==> config.mk <==
export PLATFORM = sky130hd
export DESIGN_NAME = dmem_arbiter
export DESIGN_NICKNAME = d
export VERILOG_FILES = /design/src/rtl/dmem_arbiter.sv
export SDC_FILE = /design/constraint.sdc
export NUM_CORES = 1
export LEC_CHECK = 0
export BUFFER_PORTS_ARGS = -buffer_cell sky130_fd_sc_hd__buf_2
export CAP_MARGIN = 20
export CORE_ASPECT_RATIO = 0.5
export CORE_MARGIN = 2
export CORE_UTILIZATION = 54
export CTS_BUF_LIST = sky130_fd_sc_hd__clkbuf_8
export DETAILED_ROUTE_END_ITERATION = 8
export GPL_TIMING_DRIVEN = 1
export MAX_ROUTING_LAYER = met4
export PLACE_DENSITY = 0.86
export RECOVER_POWER = 25
export REMOVE_ABC_BUFFERS = 1
export SLEW_MARGIN = 5
export SYNTH_ARGS = -nofsm -noshare
export SYNTH_HDL_FRONTEND = slang
export SYNTH_SLANG_ARGS = --single-unit
==> constraint.sdc <==
create_clock -name clk -period 17.15 [get_ports clk]
set_clock_uncertainty 0.1 [all_clocks]
set_input_delay 3.43 -clock clk [delete_from_list [all_inputs] [get_ports clk]]
set_output_delay 3.43 -clock clk [all_outputs]
set_load 0.02 [all_outputs]
==> src/rtl/dmem_arbiter.sv <==
// dmem_arbiter: shares one single-port data-memory BRAM between the CPU MEM
// stage (port C) and the debug/program loader (port D). Each port uses a
// req/ack handshake. Round-robin arbitration alternates grants when both ports
// are requesting. Every output except cpu_stall is driven from a register.
module dmem_arbiter #(
    parameter int ADDR_W = 14,
    parameter int DATA_W = 32,
    parameter int RD_LAT = 1
) (
    input  logic              clk,
    input  logic              rst,
    input  logic              cpu_req,
    input  logic              cpu_we,
    input  logic [31:0]       cpu_addr,
    input  logic [DATA_W-1:0] cpu_wdata,
    output logic [DATA_W-1:0] cpu_rdata,
    output logic              cpu_ack,
    output logic              cpu_err,
    output logic              cpu_stall,
    input  logic              dbg_req,
    input  logic              dbg_we,
    input  logic [31:0]       dbg_addr,
    input  logic [DATA_W-1:0] dbg_wdata,
    output logic [DATA_W-1:0] dbg_rdata,
    output logic              dbg_ack,
    output logic              dbg_err,
    output logic              mem_en,
    output logic              mem_we,
    output logic [ADDR_W-1:0] mem_addr,
    output logic [DATA_W-1:0] mem_wdata,
    input  logic [DATA_W-1:0] mem_rdata
);

    localparam int CNT_W = $clog2(RD_LAT + 1);

    typedef enum logic [1:0] {IDLE, ISSUE, WAIT, DONE} state_t;

    // Port identifiers: 0 selects the CPU, 1 selects the loader.
    localparam logic PORT_C = 1'b0;

    state_t            state, state_n;
    logic              last, last_n;
    logic              gnt, gnt_n;
    logic              lat_we, we_n;
    logic [ADDR_W-1:0] lat_addr, addr_n;
    logic [DATA_W-1:0] lat_wdata, wdata_n;
    logic              lat_err, err_n;
    logic [CNT_W-1:0]  cnt, cnt_n;
    logic [DATA_W-1:0] cpu_rdata_n, dbg_rdata_n;

    logic              pick_dbg;
    logic              sel_we;
    logic [31:0]       sel_addr;
    logic [DATA_W-1:0] sel_wdata;
    logic              bad;

    // The CPU pipeline must hold whenever its request has not yet been acknowledged.
    assign cpu_stall = cpu_req & ~cpu_ack;

    // Next-state logic: arbitrate and latch a request in IDLE, then walk the access through ISSUE/WAIT/DONE.
    always_comb begin
        state_n     = state;
        last_n      = last;
        gnt_n       = gnt;
        we_n        = lat_we;
        addr_n      = lat_addr;
        wdata_n     = lat_wdata;
        err_n       = lat_err;
        cnt_n       = cnt;
        cpu_rdata_n = cpu_rdata;
        dbg_rdata_n = dbg_rdata;
        pick_dbg    = 1'b0;
        sel_we      = 1'b0;
        sel_addr    = '0;
        sel_wdata   = '0;
        bad         = 1'b0;
        case (state)
            IDLE: begin
                if (cpu_req || dbg_req) begin
                    // On a tie the port that did not win last time gets the grant.
                    pick_dbg  = (cpu_req && dbg_req) ? (last == PORT_C) : dbg_req;
                    sel_we    = pick_dbg ? dbg_we    : cpu_we;
                    sel_addr  = pick_dbg ? dbg_addr  : cpu_addr;
                    sel_wdata = pick_dbg ? dbg_wdata : cpu_wdata;
                    bad       = (sel_addr[1:0] != 2'b00) || (sel_addr[31:ADDR_W+2] != '0);
                    gnt_n     = pick_dbg;
                    last_n    = pick_dbg;
                    we_n      = sel_we;
                    addr_n    = sel_addr[ADDR_W+1:2];
                    wdata_n   = sel_wdata;
                    err_n     = bad;
                    state_n   = bad ? DONE : ISSUE;
                end
            end
            ISSUE: begin
                if (lat_we) begin
                    state_n = DONE;
                end else begin
                    state_n = WAIT;
                    cnt_n   = CNT_W'(RD_LAT);
                end
            end
            WAIT: begin
                if (cnt == CNT_W'(1)) begin
                    if (gnt == PORT_C) begin
                        cpu_rdata_n = mem_rdata;
                    end else begin
                        dbg_rdata_n = mem_rdata;
                    end
                    state_n = DONE;
                end else begin
                    cnt_n = cnt - CNT_W'(1);
                end
            end
            DONE: begin
                state_n = IDLE;
            end
            default: begin
                state_n = IDLE;
            end
        endcase
    end

    // State register plus the latched request; reset makes the CPU win the first tie.
    always_ff @(posedge clk or posedge rst) begin
        if (rst) begin
            state     <= IDLE;
            last      <= 1'b1;
            gnt       <= 1'b0;
            lat_we    <= 1'b0;
            lat_addr  <= '0;
            lat_wdata <= '0;
            lat_err   <= 1'b0;
            cnt       <= '0;
        end else begin
            state     <= state_n;
            last      <= last_n;
            gnt       <= gnt_n;
            lat_we    <= we_n;
            lat_addr  <= addr_n;
            lat_wdata <= wdata_n;
            lat_err   <= err_n;
            cnt       <= cnt_n;
        end
    end

    // Registered outputs decoded from the upcoming state, so BRAM strobes and acks line up with ISSUE and DONE.
    always_ff @(posedge clk or posedge rst) begin
        if (rst) begin
            mem_en    <= 1'b0;
            mem_we    <= 1'b0;
            mem_addr  <= '0;
            mem_wdata <= '0;
            cpu_ack   <= 1'b0;
            cpu_err   <= 1'b0;
            dbg_ack   <= 1'b0;
            dbg_err   <= 1'b0;
            cpu_rdata <= '0;
            dbg_rdata <= '0;
        end else begin
            mem_en    <= (state_n == ISSUE);
            mem_we    <= (state_n == ISSUE) && we_n;
            if (state_n == ISSUE) begin
                mem_addr  <= addr_n;
                mem_wdata <= wdata_n;
            end
            cpu_ack   <= (state_n == DONE) && (gnt_n == PORT_C);
            cpu_err   <= (state_n == DONE) && (gnt_n == PORT_C) && err_n;
            dbg_ack   <= (state_n == DONE) && (gnt_n != PORT_C);
            dbg_err   <= (state_n == DONE) && (gnt_n != PORT_C) && err_n;
            cpu_rdata <= cpu_rdata_n;
            dbg_rdata <= dbg_rdata_n;
        end
    end

endmodule
* Yosys cells after proc, flatten, opt, wreduce, memory -nomap -nowiden
Index checks and enable logic that the tools add are counted.
** Word-level totals
- Register bits after elaboration :: 169
- Logic and storage cells :: 68
- Output and inout bits :: 117
- Input port bits :: 166
** Operators by class
- Reductions and logical operators :: 16
- Bitwise operators :: 5
- Eq/ne operators :: 6
- $add $sub $neg :: 1
- Muxes and demuxes :: 22
** Operators with widths (count)
- two-way mux 32 bit :: 4
- two-way mux 14 bit :: 2
- nonzero test 16 bit :: 1
- two-way mux 1 bit :: 11
- one-hot mux 2 bit (4 select lines) :: 1
- equality test 2 bit (second input constant) :: 3
- logical AND 1 bit :: 6
- two-way mux 2 bit :: 3
- AND reduction 3 bit :: 2
- equality test 2 x 1 -> 1 bit (second input constant) :: 2
- NOT 1 bit :: 4
- AND reduction 2 bit :: 2
- nonzero test 2 bit :: 2
- logical NOT 2 bit :: 1
- logical OR 1 bit :: 2
- inequality test 2 bit (second input constant) :: 1
- one-hot mux 1 bit (2 select lines) :: 1
- AND 1 bit :: 1
- subtractor 1 bit (second input constant) :: 1

* Longest topological paths before layout
Gate-level depths: netlist of the first run.
- Depth after elaboration :: 11
- Gate-level depth with buffers :: 9
- Mapped depth without buffers :: 7

* Worst setup path after synthesis of the first run
Ideal clock, no wire load.
- Kind :: in2out
- Start point :: in cpu_req
- End point :: out cpu_stall
- Cell stages on the path :: 1
- Arrival time :: 3757 ps
- Buffers on the path :: 0
- Data required time :: 13620 ps
- Slack :: 9863 ps
- Cells stage by stage :: nor2b_1
** Between the ends
- Longest elaborated chain between the ends :: 1
** RTL lines
- start: declaration :: line 12 : input logic cpu_req,
- AND 1 bit :: line 58 : assign cpu_stall = cpu_req & ~cpu_ack;
- end: declaration :: line 19 : output logic cpu_stall,
Every way passes these cells.

* Worst setup path in the final report of the first run
Same ends and word-level chain as after synthesis.

==> reports/results.txt, run 1 <==
vias per inst: 5.11
TritonCTS clock tree: done
slew margin rel.: -125%
DR vias: 4928
Crit path arrival time: 3.92 ns
number of flops mapped to enable cells by yosys: 0
synthesized area per cell: 13.5 µm²
CTS resizes: 0
Clock Latency Late Sink: 0.43 ns
Final ANT Viol Nets: 0
crit path max fanout: 6
Core Region: 12100 µm²
Final Wtd Congestion: 0.809
most frequent cells in the layout: buf_2, dfrtp_1, mux2_2, nand2_1, mux2i_1
ys async rst share: 100%
full die area: 13600 µm²
Area Overhead vs Synth: 29.4%
fin cells: 964
setup TNS: 0 ns
Hold Path Depth: 2
Inst Count DP: 932
final wirelength: 15500 µm
TritonCTS Buffers: 17
footprint of the multi-input gates: 2490 µm²
Final Max Slew Viols: 81
failing checks: max-capacitance violations, max-slew violations
FMAX: 134 MHz
reg2reg start: last
largest net degree at the start of global routing: 97
1st-pass router iterations: 4
share of cells above drive strength 1: 49.3%
Hold Path End: lat_wdata[0]
clock buffer depth: 2
Slew @ Worst Pin: 3.35 ns
clk sinks: 169
crit path from: cpu_req
post-DP HPWL: 11200 µm
CTS Hold Bufs: 0
Iter 0 DRT Violations: 207
kind of critical path: in2out
die height: 83.5 µm
Yosys warning count: 0
peak supply drop: 0.108 mV
cell chain of the critical path: buf_2 -> nor2b_1 -> buf_2
overall routing resource usage: 24.1%
Initial Util: 56.5%
CTS Root Cell: clkbuf_8
Top delay family on crit path: buffers and inverters
cell mode on critical path: buf_2
Buf+Inv Stages, Crit Path: 2
Worst path max stage delay: 0.17 ns
Tmin final: 7.45 ns
outcome: finished, violations left
max-cap viol count: 1
ANT cells: 0
Reg area: 4230 µm²
final setup vio count: 0
crit end category: output port
register area share after synthesis: 61.9%
R2R cell count: 7
R2R Path End: mem_addr[7]
Worst R2R Setup Slack: 13.72 ns
first-pass GRT wire length: 25000 µm
worst min path class: reg2reg
Final period util: 43.4%
hold_sp: lat_wdata[0]
initial antenna violation count: 0
total grt overflow: 0
Clk pin slew, worst setup/hold paths: 0.08 ns
nets@finish: 957
#FFs+latches synth: 169
DRC: 0
RSZ-0062 raised after global routing: no
cell area power density: 200 nW/µm²
vias in the first global route: 5254
port buffer count: 282
Startpoint Class: input port
H-tree level count: 4
Hold Fails Final Rpt: 0
slowest CP cell: buf_2
Row Count: 28
Final Power: 1760 µW
commonest non-fill, non-tap cell in the layout: buf_2
static leakage: 0.00446 µW
Setup Buffers After CTS: 0
average wire per standard cell: 16.1 µm
Crit path required time: 13.62 ns
Die X: 163 µm
Cells after Synth: 506
post-synth cell types: 36
Top FF cell, synth: dfrtp_1
I/O pins: 283
fillers: 874
Mapped Area: 6830 µm²
==> state kept, by name (all words and copies together), names as in the netlist, 2 cells and up <==
register   cells
cpu_rdata     32
dbg_rdata     32
lat_addr      14
lat_wdata     32
mem_addr      14
mem_wdata     32
state          2
==> stage by stage <==
step	worst slack (ns)	hold WS (ns)	cell area (µm²)	utilization [%]
finish	9.70	0.386	8830	73.1
floorplan	9.05	0.347	6710	-
global route	9.68	0.400	8830	73.1
global placement	9.72	0.359	8400	69.5
detailed placement	9.71	0.371	8400	69.5
CTS	9.71	0.390	8830	73.0
==> routing by layer <==
layer | GRT usage, % | share of wire (%)
met1 | 27.9 | 41
met2 | 41.4 | 52
met3 | 4.47 | 4.2
met4 | 10.5 | 2.7
met5 | - | 0
==> kinds of logic (layout without fill, tap and decap cells) <==
group	count (synthesis)	count (layout)	share of synthesized area [%]
flops	169	169	61.9
mux	157	157	25.0
compound gates	64	64	5.19
simple gates	80	80	5.09
fa+ha+maj	4	4	0.733
buf+inv	32	325	2.02
==> worst max path at each step <==
stage               slack [ns]  depth (start not counted)   endpoint
global route              9.68                          3  cpu_stall
detailed placement        9.71                          3  cpu_stall
floorplan                 9.05                          1        cnt
global placement          9.72                          3  cpu_stall
finish                    9.70                          3  cpu_stall
CTS                       9.71                          3  cpu_stall
==> power breakdown <==
part | internal, µW | switching (µW)
sequential | 596 | 85.9
combinational | 328 | 455
clock | 154 | 145
total | 1080 | 686
==> cells in the mapped netlist (2+ instances only) <==
| cell | instances | area (µm²) |
|---|---|---|
| a21oi_1 | 3 | 15.0 |
| nand2_1 | 54 | 203 |
| dfrtp_1 | 168 | 4200 |
| nor4_1 | 8 | 50.1 |
| buf_2 | 8 | 40.0 |
| nor3_1 | 2 | 10.0 |
| buf_1 | 3 | 11.3 |
| buf_4 | 2 | 15.0 |
| o21ai_0 | 42 | 210 |
| inv_1 | 6 | 22.5 |
| o21ai_1 | 9 | 45.0 |
| clkbuf_1 | 13 | 48.8 |
| nor2_1 | 7 | 26.3 |
| mux2_2 | 81 | 912 |
| nand2b_1 | 2 | 12.5 |
| ha_1 | 4 | 50.1 |
| mux2_1 | 29 | 327 |
| mux2i_1 | 47 | 470 |
==> final cells by class <==
type / count / share of cell area (%)
Timing Repair Buffer: 288 / 16.5
Clock buffer: 19 / 2.96
Clock inverter: 12 / 1.88
Multi-Input combinational cell: 305 / 28.2
Sequential cell: 169 / 47.9
Inverter: 6 / 0.269
Tap cell: 165 / 2.34
==> worst register-to-register path: stages (launching register included) <==
cell      delay, ns
dfstp_2        0.40
a21boi_4       0.75
buf_4          0.57
nand4b_1       0.26
o221ai_1       0.17
nand2_2        0.08
buf_4          0.52
mux2_2         0.47
No activity file was read; power rests on OpenSTA's default activity.
==> run 2, diff against run 1 <==
ABC_AREA = 1   (was default)
CORE_UTILIZATION = 50   (was 54)
PLACE_DENSITY = 0.8   (was 0.86)
clock period = 7.82 ns   (was 17.15 ns; I/O delays follow)
==> run 2 against run 1 <==
Final cell count rose by 30%. Total power rose by 140%. Non-clock buffer count did not move. Sequential share of layout area fell by 0.31 points. Synthesized cell count rose by 57%. Combinational power rose to 2.6 times the previous value. Count of clock-buffer cells in the layout fell by 2. Largest power group unchanged. The run still ends with max-capacitance violations, max-slew violations left. Hold slack got worse by 0.015 ns.
==> reports/results.txt, run 2 <==
path length in cells of the critical path: 3 (unchanged)
outcome: finished, violations left (unchanged)
TritonCTS clock tree: done (unchanged)
Final Wtd Congestion: 0.822 (was 0.809)
largest net degree at the start of global routing: 104 (was 97)
Clk pin slew, worst setup/hold paths: 0.09 ns (was 0.08 ns)
H-tree level count: 4 (unchanged)
static leakage: 0.00481 µW (was 0.00446 µW)
Yosys warning count: 0 (unchanged)
initial antenna violation count: 0 (unchanged)
register area share after synthesis: 60.2% (was 61.9%)
I/O pins: 283 (unchanged)
#FFs+latches synth: 169 (unchanged)
cell chain of the critical path: buf_2 -> clkinvlp_2 -> buf_4 (was buf_2 -> nor2b_1 -> buf_2)
die height: 87.8 µm (was 83.5 µm)
fin cells: 1253 (was 964)
Inst Count DP: 1220 (was 932)
slew margin rel.: -197% (was -125%)
crit path max fanout: 103 (was 6)
Gate power share: 48.6% (was 44.4%)
top-area cell type share of the netlist area: 59.9% (was 61.6%)
placed cell area: 8510 µm² (was 8400 µm²)
Hold Fails Final Rpt: 0 (unchanged)
R2R cell count: 13 (was 7)
Buf+Inv Stages, Crit Path: 3 (was 2)
Core Region: 13600 µm² (was 12100 µm²)
synthesized area per cell: 8.86 µm² (was 13.5 µm²)
share of cells above drive strength 1: 31.1% (was 49.3%)
design area: 8890 µm² (was 8830 µm²)
overall routing resource usage: 25.1% (was 24.1%)
Iter 0 DRT Violations: 399 (was 207)
Row Count: 30 (was 28)
CTS Hold Bufs: 0 (unchanged)
max-cap viol count: 2 (was 1)
Startpoint Class: input port (unchanged)
vias per inst: 5.09 (was 5.11)
final setup vio count: 0 (unchanged)
total grt overflow: 0 (unchanged)
leading area contributor after synthesis: dfrtp_1 (unchanged)
Crit path arrival time: 5.18 ns (was 3.92 ns)
switching share of total power: 46.3% (was 38.9%)
average wire per standard cell: 14.3 µm (was 16.1 µm)
nets@finish: 1218 (was 957)
kind of critical path: in2async (was in2out)
Top FF cell, synth: dfrtp_1 (unchanged)
Cells after Synth: 793 (was 506)
DR vias: 6376 (was 4928)
Clock Latency Late Sink: 0.44 ns (was 0.43 ns)
final wirelength: 17900 µm (was 15500 µm)
Setup Buffers After CTS: 0 (unchanged)
internal power: 2230 µW (was 1080 µW)
FMAX: 207 MHz
clock buffer depth: 2 (unchanged)
peak supply drop: 0.258 mV (was 0.108 mV)
Top delay family on crit path: buffers and inverters (unchanged)
crit end category: async pin (was output port)
Final Max Slew Viols: 169 (was 81)
Hold Path Depth: 2 (unchanged)
worst min path class: reg2reg (unchanged)
Initial Util: 51.6% (was 56.5%)
ys async rst share: 100% (unchanged)
Crit path required time: 8.18 ns (was 13.62 ns)
number of flops mapped to enable cells by yosys: 0 (unchanged)
setup TNS: 0 ns (unchanged)
TritonCTS Buffers: 17 (unchanged)
clk sinks: 169 (unchanged)
clock share of power: 14.4% (was 16.9%)
port buffer count: 282 (unchanged)
cell area power density: 466 nW/µm² (was 200 nW/µm²)
first-pass GRT wire length: 28700 µm (was 25000 µm)
RSZ-0062 raised after global routing: no (unchanged)
commonest non-fill, non-tap cell in the layout: buf_2 (unchanged)
Seq pwr share: 37.0% (was 38.7%)
ANT cells: 0 (unchanged)
CTS resizes: 0 (unchanged)
most frequent cells in the layout: buf_2, nand2_1, dfrtp_1, nor2_1, o21ai_0 (was buf_2, dfrtp_1, mux2_2, nand2_1, mux2i_1)
main area contributors after synthesis: dfrtp_1, nand2_1, o21ai_0, a31oi_1, nand4_1 (was dfrtp_1, mux2_2, mux2i_1, mux2_1, o21ai_0)
Area Overhead vs Synth: 26.6% (was 29.4%)
Mapped Area: 7020 µm² (was 6830 µm²)
Worst path max stage delay: 2.47 ns (was 0.17 ns)
Tmin final: 4.82 ns
Post-synth top cells: nand2_1, dfrtp_1, nor2_1, o21ai_0, a31oi_1 (was dfrtp_1, mux2_2, nand2_1, mux2i_1, o21ai_0)
Final ANT Viol Nets: 0 (unchanged)
post-synth cell types: 24 (was 36)
P_sw: 1920 µW (was 686 µW)
count leader, synth: nand2_1 (was dfrtp_1)
full die area: 15100 µm² (was 13600 µm²)
Die X: 172 µm (was 163 µm)
vias in the first global route: 6025 (was 5254)
1st-pass router iterations: 5 (was 4)
CTS Root Cell: clkbuf_8 (unchanged)
failing checks: max-capacitance violations, max-slew violations (unchanged)
post-DP HPWL: 12100 µm (was 11200 µm)
Slew @ Worst Pin: 4.42 ns (was 3.35 ns)
slowest CP cell: clkinvlp_2 (was buf_2)
DRC: 0 (unchanged)
Final period util: 61.6%
-- run 2: per-layer routing --
metal	track usage, %	vias to the layer above	routed length (µm)
met4	10.4	0	427
li1	-	3098	-
met5	-	-	0
met3	5.11	38	1040
met1	30.7	3013	7690
met2	41.4	227	8730
-- run 2: power by group through the flow --
stage | combinational [µW] | sequential, µW | clock, µW
after floorplan | 961 | 1870 | 0
after global placement | 1930 | 1530 | 0
after detailed placement | 2020 | 1540 | 0
after CTS | 2010 | 1530 | 612
after global routing | 2260 | 1580 | 652
final | 2010 | 1530 | 597
-- run 2: path summary, 6_finish.rpt --
kind | start | to | slack, ns
max | rst | lat_wdata[26] | 3.00
min | mem_wdata[15] | mem_wdata[15] | 0.37
max reg2reg | last | mem_addr[12] | 3.88
min reg2reg | mem_wdata[15] | mem_wdata[15] | 0.37
max in group clk | cpu_req | mem_addr[12] | 3.16
min in group asynchronous | rst | dbg_rdata[29] | 2.37
-- run 2: area by class of cell --
type | instances | area [µm²]
Sequential cell | 169 | 4230
Timing Repair Buffer | 288 | 1490
Multi-Input combinational cell | 525 | 2380
Clock inverter | 15 | 144
Fill cell | 1202 | 4730
Tap cell | 192 | 240
Inverter | 47 | 178
Clock buffer | 17 | 234
-- run 2: worst reg2reg max path: stages (launching register included) --
cell and delay (ns):
dfstp_2 0.54, nand2_1 0.06, nand2_2 0.67, inv_2 0.60, nor2_1 0.24, nand3_1 0.11
nand2_1 0.09, nand2_1 0.05, nand2_1 0.05, buf_4 0.41, nand3_2 0.44, buf_12 0.33
nand2_1 0.09, nand2_1 0.05
-- run 2: kinds of logic after synthesis --
family | share of synthesized area, %
and+or+nand+nor | 23.5
adders and majority gates | 0.713
DFF | 60.2
buffers and inverters | 6.16
AOI/OAI and AO/OA | 9.35
-- run 2: stage by stage --
step                utilization, %  power (µW)  hold slack (ns)  setup WS, ns
floorplan                        -        2830            0.353          1.58
global placement              62.2        3470            0.352          2.47
detailed placement            62.4        3560            0.354          2.32
CTS                           65.2        4150            0.374          2.79
global route                  65.3        4490            0.390          2.23
finish                        65.3        4150            0.371          3.00
==> run 3, diff against run 2 <==
ABC_AREA = 0   (was 1)
CORE_UTILIZATION = 45   (was 50)
PLACE_DENSITY = 0.77   (was 0.8)
clock period = 4.2 ns   (was 7.82 ns; I/O delays follow)
==> run 3 against run 2 <==
The run still ends with max-capacitance violations, max-slew violations left. Hold slack better by 0.016 ns. Global-route usage down 5.5 points. Die area is 7.7% higher. Non-clock buffer count is 4 higher. Utilization fell by 4.8 points. Count of clock-buffer cells in the layout rose by 1. Sequential share of layout area is 0.18 points higher. Sequential power up 80%. Final cell count shrank 20%. Largest cell class unchanged.
==> reports/results.txt, run 3 (synthesis gave the netlist of run 1 again) <==
Inst Count DP: 969 (was 1220)
port buffer count: 282 (unchanged)
Crit path arrival time: 3.00 ns (was 5.18 ns)
final setup vio count: 0 (unchanged)
cell area power density: 792 nW/µm² (was 466 nW/µm²)
die height: 91.1 µm (was 87.8 µm)
total grt overflow: 0 (unchanged)
clk sinks: 169 (unchanged)
Initial Util: 46.6% (was 51.6%)
Final Max Slew Viols: 42 (was 169)
Startpoint Class: register (was input port)
crit end category: register (was async pin)
nets@finish: 961 (was 1218)
ANT cells: 0 (unchanged)
1st-pass router iterations: 6 (was 5)
Final ANT Viol Nets: 0 (unchanged)
DRC: 0 (unchanged)
I/O pins: 283 (unchanged)
Core Util, Final: 60.4% (was 65.3%)
TritonCTS clock tree: done (unchanged)
failing checks: max-capacitance violations, max-slew violations (unchanged)
vias per inst: 4.94 (was 5.09)
DR vias: 4954 (was 6376)
kind of critical path: reg2reg (was in2async)
fin cells: 1002 (was 1253)
Slew @ Worst Pin: 1.96 ns (was 4.42 ns)
worst min path class: reg2reg (unchanged)
Die X: 178 µm (was 172 µm)
CTS Hold Bufs: 0 (unchanged)
most frequent cells in the layout: buf_2, dfrtp_1, mux2_2, nand2_1, mux2i_1 (was buf_2, nand2_1, dfrtp_1, nor2_1, o21ai_0)
final wirelength: 15100 µm (was 17900 µm)
Iter 0 DRT Violations: 205 (was 399)
Hold Fails Final Rpt: 0 (unchanged)
Clk pin slew, worst setup/hold paths: 0.09 ns (about the same)
Crit path required time: 4.40 ns (was 8.18 ns)
largest net degree at the start of global routing: 115 (was 104)
Core Region: 14700 µm² (was 13600 µm²)
Final Wtd Congestion: 0.777 (was 0.822)
overall routing resource usage: 19.6% (was 25.1%)
H-tree level count: 4 (unchanged)
average wire per standard cell: 15.1 µm (was 14.3 µm)
FMAX: 357 MHz
share of cells above drive strength 1: 51.1% (was 31.1%)
post-DP HPWL: 11100 µm (was 12100 µm)
RSZ-0062 raised after global routing: no (unchanged)
peak supply drop: 0.326 mV (was 0.258 mV)
Tmin final: 2.80 ns
static leakage: 0.00449 µW (was 0.00481 µW)
Final period util: 66.7%
slew margin rel.: -31.1% (was -197%)
Row Count: 31 (was 30)
clock buffer depth: 2 (unchanged)
Clock Latency Late Sink: 0.43 ns (was 0.44 ns)
outcome: finished, violations left (unchanged)
full die area: 16200 µm² (was 15100 µm²)
CTS resizes: 0 (unchanged)
commonest non-fill, non-tap cell in the layout: buf_2 (unchanged)
initial antenna violation count: 0 (unchanged)
CTS Root Cell: clkbuf_8 (unchanged)
first-pass GRT wire length: 24400 µm (was 28700 µm)
Area Overhead vs Synth: 29.7% (was 26.6%)
crit path max fanout: 24 (was 103)
Setup Buffers After CTS: 0 (unchanged)
vias in the first global route: 4954 (was 6025)
TritonCTS Buffers: 17 (unchanged)
max-cap viol count: 1 (was 2)
-- run 3: cell count changes in the layout (fill, tap and decap cells not counted), moves of 8 or more --
cell     change
a31oi_1     -46
inv_1       -39
mux2_1      +29
mux2_2      +81
mux2i_1     +47
nand2_1    -217
nand4_1     -45
nor2_1      -67
nor4_1       +8
o21ai_0     -27
o21ai_1      +8
-- run 3: through the flow --
stage	instance area, µm²	hold slack [ns]	setup slack, ns	setup TNS, ns	power, µW
after floorplan	6710	0.347	-1.31	-276.05	4950
final	8860	0.387	1.40	0	7010
after global routing	8860	0.403	0.956	0	7510
after CTS	8840	0.389	1.35	0	7120
after detailed placement	8470	0.370	0.964	0	6020
after global placement	8470	0.358	1.03	0	5880
-- run 3: critical path, cell delays in order (launching register included) --
cell	delay (ns)
dfrtp_1	0.42
inv_1	0.14
ha_1	0.25
nor2_1	0.10
nor2_1	0.16
o221ai_1	0.20
nand2_2	0.51
buf_4	0.43
mux2_2	0.38
-- run 3: path summary, 6_finish.rpt --
path,startpoint,end,slack [ns],cells after the start
max in group asynchronous,rst,cpu_rdata[23],1.43,3
hold / removal,lat_wdata[22],lat_wdata[22],0.39,2
hold reg to reg,lat_wdata[22],lat_wdata[22],0.39,2
setup reg to reg,state[0],mem_wdata[24],1.40,8
setup / recovery,state[0],mem_wdata[24],1.40,8
min in group asynchronous,rst,dbg_rdata[30],0.79,2
-- run 3: where the power goes --
group / internal [µW] / total [µW] / switching, µW
clock: 451 / 1080 / 628
sequential: 2430 / 2760 / 327
combinational: 1340 / 3180 / 1830
-- run 3: layout make-up --
type | instances | area (µm²)
clock buffer | 18 | 248
clock inverter | 14 | 124
fill | 1193 | 5800
inverter | 6 | 23.8
multi-input combinational | 305 | 2480
sequential | 169 | 4230
tap | 198 | 248
timing repair buffer | 292 | 1500
-- run 3: per-layer routing --
layer | global-route usage [%] | routed length, µm | vias up
met5 | - | 0 | -
met4 | 6.84 | 331 | 0
met3 | 4.06 | 829 | 25
met2 | 32.9 | 7650 | 149
met1 | 23.6 | 6340 | 2418
li1 | - | - | 2362
